$ cat src/rtl/video_timing_if.sv
// Raster timing bundle: position, display enable, syncs, start pulses and
// frame count, all describing the same pixel in any given cycle.
`timescale 1ns/1ps
interface video_timing_if;
  logic [12:0] o_x;
  logic [12:0] o_y;
  logic        o_disp_enable;
  logic        o_hsync;
  logic        o_vsync;
  logic        o_line_start;
  logic        o_frame_start;
  logic [15:0] o_frame_count;

  modport master (
    output o_x, o_y, o_disp_enable, o_hsync, o_vsync,
           o_line_start, o_frame_start, o_frame_count
  );

  modport slave (
    input  o_x, o_y, o_disp_enable, o_hsync, o_vsync,
           o_line_start, o_frame_start, o_frame_count
  );
endinterface

$ cat src/rtl/video_timing.sv
// Raster timing generator. The next raster position is computed
// combinationally, its flags are derived from that next position, and both
// are registered together so every output describes the same pixel.
`timescale 1ns/1ps
module video_timing #(
  parameter int H_RESOLUTION  = 640,
  parameter int H_FRONT_PORCH = 16,
  parameter int H_SYNC        = 96,
  parameter int H_BACK_PORCH  = 48,
  parameter int V_RESOLUTION  = 480,
  parameter int V_FRONT_PORCH = 10,
  parameter int V_SYNC        = 2,
  parameter int V_BACK_PORCH  = 33,
  parameter int H_SYNC_POL    = 0,
  parameter int V_SYNC_POL    = 0
) (
  input  logic           i_clk,
  input  logic           i_reset,
  video_timing_if.master vt
);

  localparam int H_TOTAL = H_RESOLUTION + H_FRONT_PORCH + H_SYNC + H_BACK_PORCH;
  localparam int V_TOTAL = V_RESOLUTION + V_FRONT_PORCH + V_SYNC + V_BACK_PORCH;

  // Bounds are one bit wider than the counters so an end bound of 8192
  // is representable and no comparison truncates.
  localparam logic [13:0] H_LAST   = 14'(H_TOTAL - 1);
  localparam logic [13:0] V_LAST   = 14'(V_TOTAL - 1);
  localparam logic [13:0] H_ACT    = 14'(H_RESOLUTION);
  localparam logic [13:0] V_ACT    = 14'(V_RESOLUTION);
  localparam logic [13:0] HS_BEG   = 14'(H_RESOLUTION + H_FRONT_PORCH);
  localparam logic [13:0] HS_END   = 14'(H_RESOLUTION + H_FRONT_PORCH + H_SYNC);
  localparam logic [13:0] VS_BEG   = 14'(V_RESOLUTION + V_FRONT_PORCH);
  localparam logic [13:0] VS_END   = 14'(V_RESOLUTION + V_FRONT_PORCH + V_SYNC);
  localparam logic        HS_ON    = 1'(H_SYNC_POL);
  localparam logic        VS_ON    = 1'(V_SYNC_POL);

  if (H_TOTAL > 8192 || H_TOTAL < 1) begin : g_bad_h_total
    $error("video_timing: H_TOTAL must be in 1..8192");
  end
  if (V_TOTAL > 8192 || V_TOTAL < 1) begin : g_bad_v_total
    $error("video_timing: V_TOTAL must be in 1..8192");
  end

  typedef enum logic {IDLE, RUN} state_t;

  state_t      state_q, state_nxt;

  logic [12:0] x_p0, y_p0;
  logic [15:0] fc_p0;
  logic        de_p0, hs_p0, vs_p0, ls_p0, fs_p0;

  logic [12:0] x_p1, y_p1;
  logic [15:0] fc_p1;
  logic        de_p1, hs_p1, vs_p1, ls_p1, fs_p1;

  // State register: leave IDLE on the first edge after reset release.
  always_ff @(posedge i_clk or posedge i_reset) begin
    if (i_reset) state_q <= IDLE;
    else         state_q <= state_nxt;
  end

  // Next position, frame count and the flags of that next position.
  always_comb begin
    state_nxt = state_q;
    x_p0      = '0;
    y_p0      = '0;
    fc_p0     = '0;
    unique case (state_q)
      IDLE: state_nxt = RUN;
      RUN: begin
        x_p0  = x_p1 + 13'd1;
        y_p0  = y_p1;
        fc_p0 = fc_p1;
        if ({1'b0, x_p1} == H_LAST) begin
          x_p0 = '0;
          if ({1'b0, y_p1} == V_LAST) begin
            y_p0  = '0;
            fc_p0 = fc_p1 + 16'd1;
          end else begin
            y_p0 = y_p1 + 13'd1;
          end
        end
      end
    endcase
    de_p0 = ({1'b0, x_p0} < H_ACT) && ({1'b0, y_p0} < V_ACT);
    hs_p0 = (({1'b0, x_p0} >= HS_BEG) && ({1'b0, x_p0} < HS_END)) ? HS_ON : ~HS_ON;
    vs_p0 = (({1'b0, y_p0} >= VS_BEG) && ({1'b0, y_p0} < VS_END)) ? VS_ON : ~VS_ON;
    ls_p0 = (x_p0 == '0);
    fs_p0 = (x_p0 == '0) && (y_p0 == '0);
  end

  // ---- stage p0 -> p1: output registers, idle values while in reset ----
  // Output registers: load the next position together with its flags.
  always_ff @(posedge i_clk or posedge i_reset) begin
    if (i_reset) begin
      x_p1  <= '0;
      y_p1  <= '0;
      fc_p1 <= '0;
      de_p1 <= 1'b0;
      hs_p1 <= ~HS_ON;
      vs_p1 <= ~VS_ON;
      ls_p1 <= 1'b0;
      fs_p1 <= 1'b0;
    end else begin
      x_p1  <= x_p0;
      y_p1  <= y_p0;
      fc_p1 <= fc_p0;
      de_p1 <= de_p0;
      hs_p1 <= hs_p0;
      vs_p1 <= vs_p0;
      ls_p1 <= ls_p0;
      fs_p1 <= fs_p0;
    end
  end

  assign vt.o_x           = x_p1;
  assign vt.o_y           = y_p1;
  assign vt.o_disp_enable = de_p1;
  assign vt.o_hsync       = hs_p1;
  assign vt.o_vsync       = vs_p1;
  assign vt.o_line_start  = ls_p1;
  assign vt.o_frame_start = fs_p1;
  assign vt.o_frame_count = fc_p1;

endmodule

$ cat src/flat_wrapper.sv
// flat-port wrapper written by rule: the top's interface ports become plain ports
module video_timing_flat 
#(
  parameter int H_RESOLUTION  = 640,
  parameter int H_FRONT_PORCH = 16,
  parameter int H_SYNC        = 96,
  parameter int H_BACK_PORCH  = 48,
  parameter int V_RESOLUTION  = 480,
  parameter int V_FRONT_PORCH = 10,
  parameter int V_SYNC        = 2,
  parameter int V_BACK_PORCH  = 33,
  parameter int H_SYNC_POL    = 0,
  parameter int V_SYNC_POL    = 0
)
  (i_clk, i_reset, vt_o_x, vt_o_y, vt_o_disp_enable, vt_o_hsync, vt_o_vsync, vt_o_line_start, vt_o_frame_start, vt_o_frame_count);
  video_timing_if vt_i ();
  input  logic i_clk;
  input  logic i_reset;
  output wire logic [$bits(vt_i.o_x)-1:0] vt_o_x;
  output wire logic [$bits(vt_i.o_y)-1:0] vt_o_y;
  output wire logic [$bits(vt_i.o_disp_enable)-1:0] vt_o_disp_enable;
  output wire logic [$bits(vt_i.o_hsync)-1:0] vt_o_hsync;
  output wire logic [$bits(vt_i.o_vsync)-1:0] vt_o_vsync;
  output wire logic [$bits(vt_i.o_line_start)-1:0] vt_o_line_start;
  output wire logic [$bits(vt_i.o_frame_start)-1:0] vt_o_frame_start;
  output wire logic [$bits(vt_i.o_frame_count)-1:0] vt_o_frame_count;
  assign vt_o_x = vt_i.o_x;
  assign vt_o_y = vt_i.o_y;
  assign vt_o_disp_enable = vt_i.o_disp_enable;
  assign vt_o_hsync = vt_i.o_hsync;
  assign vt_o_vsync = vt_i.o_vsync;
  assign vt_o_line_start = vt_i.o_line_start;
  assign vt_o_frame_start = vt_i.o_frame_start;
  assign vt_o_frame_count = vt_i.o_frame_count;
  video_timing #(.H_RESOLUTION(H_RESOLUTION), .H_FRONT_PORCH(H_FRONT_PORCH), .H_SYNC(H_SYNC), .H_BACK_PORCH(H_BACK_PORCH), .V_RESOLUTION(V_RESOLUTION), .V_FRONT_PORCH(V_FRONT_PORCH), .V_SYNC(V_SYNC), .V_BACK_PORCH(V_BACK_PORCH), .H_SYNC_POL(H_SYNC_POL), .V_SYNC_POL(V_SYNC_POL)) u_core (.i_clk(i_clk), .i_reset(i_reset), .vt(vt_i));
endmodule
$ cat config.mk
export PLATFORM = sky130hd
export DESIGN_NAME = video_timing_flat
export DESIGN_NICKNAME = d
export VERILOG_FILES = /design/src/rtl/video_timing_if.sv /design/src/rtl/video_timing.sv /design/src/flat_wrapper.sv
export SDC_FILE = /design/constraint.sdc
export NUM_CORES = 1
export LEC_CHECK = 0
export CAP_MARGIN = 25
export CORE_MARGIN = 2
export CORE_UTILIZATION = 41
export DETAILED_ROUTE_END_ITERATION = 12
export PLACE_DENSITY = 0.62
export SLEW_MARGIN = 30
export SYNTH_ARGS = -nofsm -noshare
export SYNTH_HDL_FRONTEND = slang
export SYNTH_SLANG_ARGS = --single-unit
$ cat constraint.sdc
create_clock -name i_clk -period 2.9 [get_ports i_clk]
set_clock_uncertainty 0.2 [all_clocks]
set_input_delay 0.58 -clock i_clk [delete_from_list [all_inputs] [get_ports i_clk]]
set_output_delay 0.58 -clock i_clk [all_outputs]
set_load 0.01 [all_outputs]
==> results.toml, run 1 <==
[finish]
n_fill_cell = 604
layout.nets = 378
diodes = 0
fin_area_sq_um = 3580
final_common_cell = "clkdlybuf4s50_1"
drive_above_1_share = 0.113
layout_common_cells = "48 x clkdlybuf4s50_1, 46 x dfrtp_1, 43 x nor2_1, 23 x nand2_1, 20 x buf_4"
area.growth.synth_to_final_pct = 28.0
instances_no_fill = 453

[power_and_ir_drop]
leakagePower_nw = 1.49
p_sw_frac = 0.240
p_sw_mw = 0.306
vdd_drop_max_uv = 160
power_frac_seq = 0.535
internal_power_mw = 0.970
powerDensity_nw_per_um2 = 356
fin_total_pwr_mw = 1.28
combPwrFrac = 0.065
p_clk_frac = 0.400

[job]
maxCapViolCount = 0

[critical_path]
regToRegStartpoint = "u_core.vt.o_x[1]"
criticalPathCategory = "flop to flop"
arrival_ns = 2.79
rr_endpoint = "u_core.vt.o_frame_start"
crit_path_end_kind = "flop"
cp-startpoint = "u_core.vt.o_x[1]"
cp_max_fo = 6
reg2reg_slack_ns = 0.16
startpoint_type = "flop"
reg2regPathDepth = 8
cp.required_ns = 2.95

[global_routing]
gr-total-overflow = 0
antenna_found_initial = 0
grt_usage = 0.197
grt_max_degree = 49
grt_first_pass_wirelength_mm = 11.6
grt_pass1_vias = 2334

[hold_path]
min_from = "u_core.vt.o_frame_count[1]"
holdPathStages = 2
hold-path-endpoint = "u_core.vt.o_frame_count[1]"
hp-class = "flop to flop"

[logic_synthesis]
synth.area.top_cells = "dfrtp_1 41%, nor2_1 5.8%, xor2_1 4.7%"
syn_area_sq_um = 2800
synth_seq_cells = 48
synth_edf_count = 0
syn_inst = 312
yosysWarnings = 0
yosys.area.top_type = "dfrtp_1"
syn_nets = 318
async_reset_ff_frac = 1.00
synth_top_area_frac = 0.411
synth.avg_cell_area_sq_um = 8.97
netlist-cell-type-count = 53
ys_seq_area_frac = 0.430
synthFlopType = "dfrtp_1"

[detailed_routing]
totalWireLength_mm = 6.94
drc = 0
vias = 2479
ant_nets = 0
drt_iter0_markers = 226
dr.pass1.iters = 4
avgRoutedWirePerCell_um = 15.3
vias_per_cell = 5.47

[run_status]
status = "completed"

[clock_tree]
cts_setup_buffers = 0
ctsHoldBuffers = 0
ctsRootBufferMaster = "clkbuf_8"
cts_htree_levels = 2
clk_pin_slew_ns = 0.10
clk-insertion-delay-late_ns = 0.31
cts_tree = "yes"
cts.sinks = 48
numCtsBuffers = 5
clk_path_buf_depth = 2

[die]
dieArea_sq_um = 7510
die_w_um = 86.6
core_sq_um = 6720
io_pins = 49
die_h_um = 86.6
start_util = 0.417
rows = 30

[sta]
timing.hold.ws_ns = 0.354
setup_viol = 0
fin_crit_ns = 2.74
timing.final.crit_share = 0.944
tns_ns = 0
maxSlewViolCount = 0
hold_violations = 0
maxSlewHeadroom = 0.640
rsz0062_at_grt = "false"
max_freq_ghz = 0.365
worst_pin_slew_ns = 0.538

[placed_design]
place_inst = 445
placed_area_sq_um = 3470
gp_congestion = 0.905
hpwl_mm = 5.09
portBuffers = 48
worst max-delay path: stages, from the launching register on:
cell      delay [ns]
dfrtp_1         0.43
ha_1            0.31
nand4_1         0.24
nor4_1          0.40
xnor2_1         0.19
o22ai_1         0.14
nor4_1          0.37
buf_4           0.18
and4bb_2        0.22
cell usage after synthesis (2+ instances only):
master	instances
o21a_1	2
o21ai_0	12
nand4_1	11
or3_1	8
nor3_1	10
nor2_1	43
buf_1	3
and3_1	6
ha_1	4
and4_1	2
o31a_1	2
a31oi_1	2
dfstp_2	2
nand2b_1	4
o31ai_1	3
xnor2_1	14
nor4bb_1	2
nand4_4	2
inv_1	17
buf_4	3
dfrtp_1	46
a211oi_1	2
o41ai_1	2
xor2_1	15
clkbuf_1	5
a21oi_1	12
nand4b_1	2
o211ai_1	2
or4_1	3
mux2i_1	2
nand3_1	15
buf_2	4
nor4_1	6
or2_2	3
nand2_1	23
timing repair:
item                       4_1_cts  5_1_grt
setup endpoints to repair        0        2
hold endpoints to repair         0        0
resized for setup                0        1
layer usage:
layer / share of wire / wire length, um / GRT usage / up-vias
li1: - / - / - / 1215
met1: 0.48 / 3350 / 0.277 / 1190
met4: 0.013 / 91 / 0.0625 / 0
met2: 0.46 / 3220 / 0.310 / 67
met3: 0.041 / 282 / 0.0333 / 7
met5: 0 / 0 / 0 / -
sequential cells by signal (all words and copies together) (netlist names):
signal	flops
u_core.vt.o_frame_start	1
u_core.state_q	1
u_core.vt.o_hsync	1
u_core.vt.o_y	13
u_core.vt.o_line_start	1
u_core.vt.o_vsync	1
u_core.vt.o_disp_enable	1
u_core.vt.o_frame_count	16
u_core.vt.o_x	13
metrics by stage:
step                       util  setup WS, ns
after floorplan               -         0.177
after global placement    0.516         0.238
after detailed placement  0.516         0.139
after CTS                 0.533         0.107
after global routing      0.533        0.0127
final                     0.533         0.161
logic make-up (layout without fill, tap and decap cells):
kind of cell	after synthesis	count (layout)	share of synthesized area
other	1	1	0.00134
adder cells (fa/ha/maj)	4	4	0.0179
buffers and inverters	33	94	0.0527
XOR/XNOR	29	29	0.0907
flip-flops	48	48	0.430
AO/OA/AOI/OAI	47	47	0.109
multiplexers	2	2	0.00715
AND/OR/NAND/NOR	148	148	0.292
final cells by class:
cell class                 count  area, sq um  share of cell area
clock inverter                 3         46.3              0.0129
inverter                      17         63.8              0.0178
sequential                    48         1200               0.336
tap                           80          100              0.0279
clock buffer                   5         68.8              0.0192
multi-input combinational    231         1450               0.405
timing repair buffer          69          651               0.182
how the worst max path moves through the flow:
stage / endpoint / slack [ns] / depth (start not counted)
after global placement: u_core.vt.o_frame_count[14] / 0.24 / 8
after detailed placement: u_core.vt.o_frame_count[14] / 0.14 / 8
final: u_core.vt.o_frame_start / 0.16 / 8
after CTS: u_core.vt.o_frame_count[14] / 0.11 / 8
after global routing: u_core.vt.o_vsync / 0.01 / 8
after floorplan: u_core.vt.o_frame_count[14] / 0.18 / 11
power groups by stage:
stage / sequential, mW / combinational, mW / clock [mW]
after floorplan: 0.698 / 0.0413 / 0
after global placement: 0.695 / 0.0830 / 0
after detailed placement: 0.695 / 0.0845 / 0
after CTS: 0.682 / 0.0845 / 0.523
after global routing: 0.683 / 0.0922 / 0.554
final: 0.682 / 0.0829 / 0.511
(Power assumes the default switching activity.)
==> run 2, diff against run 1 <==
HOLD_SLACK_MARGIN = 0.08   (was default)
==> results of run 2 <==
Final layout, timing and power as in run 1 (identical DEF).
